`src/rtl/instr_fifo.sv`:
```
// Instruction staging register plus first-word-fall-through queue feeding the TPU control unit.
// Three 32-bit writes assemble an 80-bit instruction; the third write commits it to the queue.
module instr_fifo #(
  parameter int INSTR_WIDTH = 80,
  parameter int FIFO_DEPTH  = 32,
  parameter int CNT_WIDTH   = $clog2(FIFO_DEPTH) + 1
) (
  input  logic                   clk,
  input  logic                   rst,
  input  logic                   wr_en,
  input  logic [1:0]             wr_sel,
  input  logic [31:0]            wr_data,
  input  logic [3:0]             wr_strb,
  input  logic                   ovf_clear,
  output logic [INSTR_WIDTH-1:0] instr_data,
  output logic                   instr_valid,
  input  logic                   instr_ready,
  output logic [CNT_WIDTH-1:0]   fifo_count,
  output logic                   fifo_full,
  output logic                   fifo_empty,
  output logic                   overflow,
  output logic [INSTR_WIDTH-1:0] staged,
  output logic [31:0]            issued_cnt
);

  localparam int PTR_W = $clog2(FIFO_DEPTH);
  localparam logic [CNT_WIDTH-1:0] DEPTH_C = CNT_WIDTH'(FIFO_DEPTH);

  function automatic logic [31:0] merge_word32(input logic [31:0] old_w,
                                               input logic [31:0] new_w,
                                               input logic [3:0]  strb);
    logic [31:0] res;
    res = old_w;
    for (int b = 0; b < 4; b++) begin
      if (strb[b]) res[8*b +: 8] = new_w[8*b +: 8];
    end
    return res;
  endfunction

  // Word2 only carries bits 79:64, so upper strobes and data are dropped here.
  function automatic logic [15:0] merge_word16(input logic [15:0] old_w,
                                               input logic [15:0] new_w,
                                               input logic [1:0]  strb);
    logic [15:0] res;
    res = old_w;
    for (int b = 0; b < 2; b++) begin
      if (strb[b]) res[8*b +: 8] = new_w[8*b +: 8];
    end
    return res;
  endfunction

  logic [INSTR_WIDTH-1:0] mem_q [FIFO_DEPTH];

  logic [INSTR_WIDTH-1:0] staged_q, staged_d;
  logic [PTR_W-1:0]       wr_ptr_q, wr_ptr_d;
  logic [PTR_W-1:0]       rd_ptr_q, rd_ptr_d;
  logic [CNT_WIDTH-1:0]   count_q, count_d;
  logic                   full_q, full_d;
  logic                   empty_q, empty_d;
  logic                   overflow_q, overflow_d;
  logic [31:0]            issued_q, issued_d;

  logic push_req;
  logic pop;
  logic push_ok;
  logic drop;

  always_comb begin
    staged_d = staged_q;
    if (wr_en) begin
      case (wr_sel)
        2'd1:    staged_d[31:0]  = merge_word32(staged_q[31:0], wr_data, wr_strb);
        2'd2:    staged_d[63:32] = merge_word32(staged_q[63:32], wr_data, wr_strb);
        2'd3:    staged_d[79:64] = merge_word16(staged_q[79:64], wr_data[15:0], wr_strb[1:0]);
        default: staged_d = staged_q;
      endcase
    end
  end

  // A pop frees a slot in the same cycle, so a full queue still accepts a commit alongside it.
  always_comb begin
    push_req = wr_en && (wr_sel == 2'd3);
    pop      = !empty_q && instr_ready;
    push_ok  = push_req && (!full_q || pop);
    drop     = push_req && !push_ok;

    wr_ptr_d = push_ok ? wr_ptr_q + 1'b1 : wr_ptr_q;
    rd_ptr_d = pop ? rd_ptr_q + 1'b1 : rd_ptr_q;

    case ({push_ok, pop})
      2'b10:   count_d = count_q + 1'b1;
      2'b01:   count_d = count_q - 1'b1;
      default: count_d = count_q;
    endcase
    full_d  = (count_d == DEPTH_C);
    empty_d = (count_d == '0);

    if (drop)           overflow_d = 1'b1;
    else if (ovf_clear) overflow_d = 1'b0;
    else                overflow_d = overflow_q;

    issued_d = issued_q + {31'd0, push_ok};
  end

  always_ff @(posedge clk) begin
    if (rst) begin
      staged_q   <= '0;
      wr_ptr_q   <= '0;
      rd_ptr_q   <= '0;
      count_q    <= '0;
      full_q     <= 1'b0;
      empty_q    <= 1'b1;
      overflow_q <= 1'b0;
      issued_q   <= '0;
    end else begin
      staged_q   <= staged_d;
      wr_ptr_q   <= wr_ptr_d;
      rd_ptr_q   <= rd_ptr_d;
      count_q    <= count_d;
      full_q     <= full_d;
      empty_q    <= empty_d;
      overflow_q <= overflow_d;
      issued_q   <= issued_d;
    end
  end

  // Queue storage carries data only and is never cleared.
  always_ff @(posedge clk) begin
    if (push_ok) mem_q[wr_ptr_q] <= staged_d;
  end

  assign instr_data  = mem_q[rd_ptr_q];
  assign instr_valid = !empty_q;
  assign fifo_count  = count_q;
  assign fifo_full   = full_q;
  assign fifo_empty  = empty_q;
  assign overflow    = overflow_q;
  assign staged      = staged_q;
  assign issued_cnt  = issued_q;

endmodule

```
`config.mk`:
```
export PLATFORM = sky130hd
export DESIGN_NAME = instr_fifo
export DESIGN_NICKNAME = d
export VERILOG_FILES = /design/src/rtl/instr_fifo.sv
export SDC_FILE = /design/constraint.sdc
export NUM_CORES = 2
export LEC_CHECK = 0
export ABC_CLOCK_PERIOD_IN_PS = 7000
export BUFFER_PORTS_ARGS = -buffer_cell sky130_fd_sc_hd__buf_2
export CAP_MARGIN = 15
export CELL_PAD_IN_SITES_DETAIL_PLACEMENT = 1
export CELL_PAD_IN_SITES_GLOBAL_PLACEMENT = 1
export CORE_UTILIZATION = 45
export CTS_BUF_LIST = sky130_fd_sc_hd__clkbuf_16
export CTS_CLUSTER_SIZE = 12
export DETAILED_ROUTE_END_ITERATION = 12
export GPL_ROUTABILITY_DRIVEN = 0
export PLACE_DENSITY_LB_ADDON = 0.1
export RECOVER_POWER = 25
export SYNTH_ARGS = -nofsm -noshare
export SYNTH_HDL_FRONTEND = slang
export SYNTH_SLANG_ARGS = --single-unit
```
`constraint.sdc`:
```
create_clock -name clk -period 7 [get_ports clk]
set_input_delay 0.7 -clock clk [delete_from_list [all_inputs] [get_ports clk]]
set_output_delay 0.7 -clock clk [all_outputs]
set_load 0.05 [all_outputs]
```
Yosys cells after proc, flatten, opt, wreduce, memory -nomap -nowiden. Memories as Yosys holds them, arrays and structs flattened. A register that Yosys moved wholly into a read port is not among the register bits. Index checks and enable logic that the tools add are counted.

Bits in writable memories: 2560. Bits in latches: 0. Memory bits (read-only): 0. Logic and storage cells: 51. Bits in registers: 131. Bits of input ports: 43. Memories: 1.

Div/mod/pow operators: 0. Shift operators: 0. $add $sub $neg: 5. Order comparisons: 0. Reductions and logical operators: 10. Multiplexer cells: 21. Multipliers: 0. Bitwise gates (word level): 0. Equal/unequal tests: 6.

Memories: mem_q (depth 32, width 80, read ports 1, clocked after memory_dff 1, write ports 1, line 52) `logic [INSTR_WIDTH-1:0] mem_q [FIFO_DEPTH];`.

Operator list (count): 8-bit 2-to-1 mux (10); 80-bit 2-to-1 mux (1); 32-bit 2-to-1 mux (2); 32-bit by 1-bit adder with 32-bit output (1); 16-bit 2-to-1 mux (1); 6-bit one-hot mux with 2 select lines (1); 5-bit by 1-bit adder with 5-bit output, second input constant (2); 5-bit 2-to-1 mux (2); 6-bit by 1-bit adder with 6-bit output, second input constant (1); 2-bit equality test, second input constant (3); 6-bit equality test, second input constant (1); 6-bit zero test (1); 6-bit by 1-bit subtractor with 6-bit output, second input constant (1); 2-bit by 1-bit equality test with 1-bit output, second input constant (2); 1-bit logical AND (4); 1-bit 2-to-1 mux (4); 1-bit zero test (3); 2-bit nonzero test (1); 1-bit logical OR (1).

Longest topological paths before layout.
Depth in word-level cells: 7. Depth in mapped cells: 15. Gate-level depth less buffers: 13.

Least setup slack after synthesis. OpenSTA, ideal clock, no wires.

Kind: reg2reg. Start: reg empty_q (netlist: fifo_empty). End: mem mem_q[14][0], enable pin. Path slack: 1.351 ns. Library setup time: 0.519 ns. Stages on the path, launching flop included: 7. Data required time: 6.481 ns. Period minus slack after synthesis: 5.649 ns. Path buffers: 1. Data arrival time: 5.130 ns. Cell sequence: dfxtp_1 > inv_1 > nand2_1 > a21oi_1 > buf_1 > nand2_1 > nor2_1.

Longest elaborated chain between the ends: 6.

RTL lines: from (decl) (line 59) `logic empty_q, empty_d;`; from (signal assigned) (line 121) `empty_q <= empty_d;`; 1-bit zero test; net instr_valid (line 16) `output logic instr_valid,`; 1-bit logical AND (line 83) `pop = !empty_q && instr_ready;`; 1-bit logical OR (line 84) `push_ok = push_req && (!full_q || pop);`; 1-bit logical AND (line 84); net push_ok (line 65) `logic push_ok;`; 1-bit 2-to-1 mux (line 129) `if (push_ok) mem_q[wr_ptr_q] <= staged_d;`; 1-bit 2-to-1 mux (implied by the code) (line 129); to (decl) (line 52).

The timed path passes the listed nets, and every way through them passes these cells.

==> impl_metrics.yaml <==
timing:
  fmax_ghz: 0.1954
  setup_violations: 0
  rsz0062_at_grt: "no"
  finClkSkew_ns: 0.05162
  tightest_slew_ns: 1.959
  setup-tns-final_ns: 0
  slew_headroom_pct: -30.58
  final-max-slew-violation-count: 9
  finalHoldViolations: 0
  min_period_ns: 5.119
  finalCritPeriodShare_pct: 73.12
job:
  cap_viol_max_count: 1
detailed_routing:
  drt_iter0_drc: 5003
  drt.antenna.violating_nets: 0
  vias: 47920
  first_pass_iters: 7
  drc: 0
  viasPerCell: 6.010
  wl_per_cell_um: 35.17
  drt-total-wl_um: 280400
worst_setup_path:
  worst-path-buf-inv: 3
  slowest_delay_ns: 0.90
  critical_path_required_ns: 6.30
  path_max_fanout: 47
  crit_family: "multiplexers"
  arrival_ns: 4.42
  criticalPathCategory: "reg -> out"
  path_cells: "buf_12 > buf_12 > mux4_2 > mux4_2 > mux2_2 > buf_2"
  slowest_stage: "dfxtp_4"
  start_kind: "flop"
  crit_path_end_kind: "output port"
yosys:
  synth-async-reset-ratio_pct: 0
  ys_seq_elements: 2696
  synth_common_cells: "2560 x edfxtp_1, 779 x mux4_2, 160 x mux2_2"
  yosys_warnings: 0
  ys_types: 40
  synth_edf_count: 2560
  synth_top_cell_area_share_pct: 74.89
  syn_inst: 4316
  synth_most_common_cell: "edfxtp_1"
  synthTopCellsByArea: "edfxtp_1 75%, mux4_2 17%, dfxtp_1 2.7%, mux2_2 1.8%, and2_1 0.49%"
  yosys.area.top_type: "edfxtp_1"
  yosysSeqAreaShare_pct: 77.55
  synth.net_count: 4369
  syn_area_per_cell_um2: 23.78
  syn_area_um2: 102600
  dominantRegCellSynth: "edfxtp_1"
die:
  die_w_um: 479.6
  ioPinCount: 245
  die_h_um: 479.6
  rows: 174
  start_util_pct: 45.47
  core_um2: 225800
  dieArea_um2: 230000
cts:
  insertion_delay_ns: 0.94
  path_clk_slew_ns: 0.06
  cts_setup_buffers: 0
  cts_buffer_depth: 4
  ctsRootBufferMaster: "clkbuf_16"
  cts_num_sinks: 2696
  htreeDepth: 5
  ctsResizeCount: 0
  hold_buffers: 0
  cts_tree: "built"
  cts_buffers: 301
run_status:
  violations: "max-capacitance violations, max-slew violations"
  status: "finished, violations left"
finish:
  fill_cells: 19270
  nNetsFinal: 4828
  multi_input_area_um2: 22200
  regArea_um2: 79620
  layout-drive-gt1-share_pct: 33.17
  final_area_um2: 116900
  area_growth_pct: 13.86
placement:
  place_hpwl_um: 156000
  postPlaceCellArea_um2: 108200
  io_buffers: 244
min_path:
  min-delay-path-class: "in -> reg"
power:
  power.density_nw_per_um2: 300.1
  p_leak_nw: 36.51
  vdd_drop_max_mv: 0.2765
global_routing:
  grt_pass1_wl_um: 391800
  grt_usage_pct: 24.60
  antenna_found_initial: 32
  grt_max_degree: 85
  gr-total-overflow: 0
  grt_pass1_vias: 49960
## cells in the final DEF (no fill, tap or decap), types with 3 or more instances in the layout
| cell type | netlist | layout |
|---|---|---|
| edfxtp_1 | 2560 | 2560 |
| mux4_2 | 779 | 779 |
| clkbuf_16 | 0 | 310 |
| buf_2 | 51 | 241 |
| dfxtp_1 | 136 | 131 |
| mux2_2 | 160 | 119 |
| inv_1 | 13 | 99 |
| buf_4 | 39 | 91 |
| and2_1 | 80 | 78 |
| clkinv_1 | 0 | 72 |
| nand2_1 | 64 | 64 |
| nor2_1 | 84 | 52 |
| o21ai_0 | 45 | 45 |
| mux2_1 | 0 | 41 |
| buf_12 | 0 | 34 |
| nor2_4 | 0 | 32 |
| clkinv_2 | 0 | 26 |
| xor2_1 | 25 | 25 |
| mux2i_1 | 23 | 23 |
| nand3_1 | 19 | 19 |
| a21oi_1 | 17 | 17 |
| nand4_1 | 15 | 15 |
| xnor2_1 | 14 | 14 |
| nor2b_1 | 10 | 10 |
| ha_1 | 10 | 10 |
| clkbuf_1 | 112 | 9 |
| diode_2 | 0 | 6 |
| or3_1 | 6 | 6 |
| nor4_1 | 5 | 5 |
| nor3_1 | 5 | 5 |
| dfxtp_4 | 0 | 5 |
| nand3b_1 | 4 | 4 |
| nor3b_1 | 4 | 4 |
| bufinv_16 | 0 | 4 |
| a211oi_1 | 3 | 3 |
| and3_1 | 3 | 3 |
| inv_6 | 0 | 3 |
## area by class of cell
type | count | share of cell area (%)
clock inverter | 193 | 0.7612
timing repair buffer | 375 | 2.228
tap | 2992 | 3.203
multi-input combinational | 1388 | 18.99
inverter | 13 | 0.04389
sequential | 2696 | 68.12
clock buffer | 310 | 6.637
antenna | 6 | 0.01285
## worst register-to-register path, delay by kind of cell (launching register included)
family                 cells  cell delay, ns
buffers and inverters      3            0.69
DFF                        1            0.31
AOI/OAI and AO/OA          1            0.74
and+or+nand+nor            3            1.91
## through the flow
stage	instances	power (W)	hold slack (ns)	setup WS (ns)	util [%]
2_1_floorplan	4316	0.02042	0.4678	1.351	-
3_3_place_gp	7461	0.02133	0.4669	1.384	47.92
3_5_place_dp	7462	0.02134	0.4891	1.463	47.93
4_1_cts	7965	0.03545	0.03521	1.754	51.76
5_1_grt	7968	0.03610	0.09044	1.665	51.76
6_report	7973	0.03508	0.1011	1.881	51.77
## registers in the layout (all words and copies together), names as in the netlist, named ones only
name,cells
fifo_count,6
issued_cnt,32
fifo_empty,1
mem_q,2560
overflow,1
fifo_full,1
staged,80
wr_ptr_q,5
rd_ptr_q,5
## layer usage
| layer | share of wire (%) | vias to the layer above | track usage [%] |
|---|---|---|---|
| li1 | - | 19250 | - |
| met3 | 6.1 | 408 | 4.254 |
| met1 | 42 | 26680 | 34.78 |
| met2 | 48 | 1577 | 38.87 |
| met4 | 3.2 | 6 | 8.587 |
| met5 | 0.016 | - | 0 |
## power by group
part	switching, W	internal [W]
clock	0.00609	0.00807
combinational	0.00179	0.00144
sequential	0.0000732	0.0176
## path summary, 6_finish.rpt
check | startpoint | end | slack (ns) | cells after the start
min reg2reg | rd_ptr_q[1] | flop | 0.50 | 2
min | ovf_clear | overflow | 0.10 | 4
max | flop | instr_data[5] | 1.88 | 6
max reg2reg | fifo_empty | mem_q[10][33] | 2.89 | 7
## logic make-up after synthesis
family	count (synthesis)	share of synthesized area, %
compound gates	72	0.3791
fa+ha+maj	10	0.1219
buf+inv	232	1.060
simple gates	305	1.488
flops	2696	77.55
xor+xnor	39	0.3328
mux	962	19.07
(Power assumes the default switching activity.)
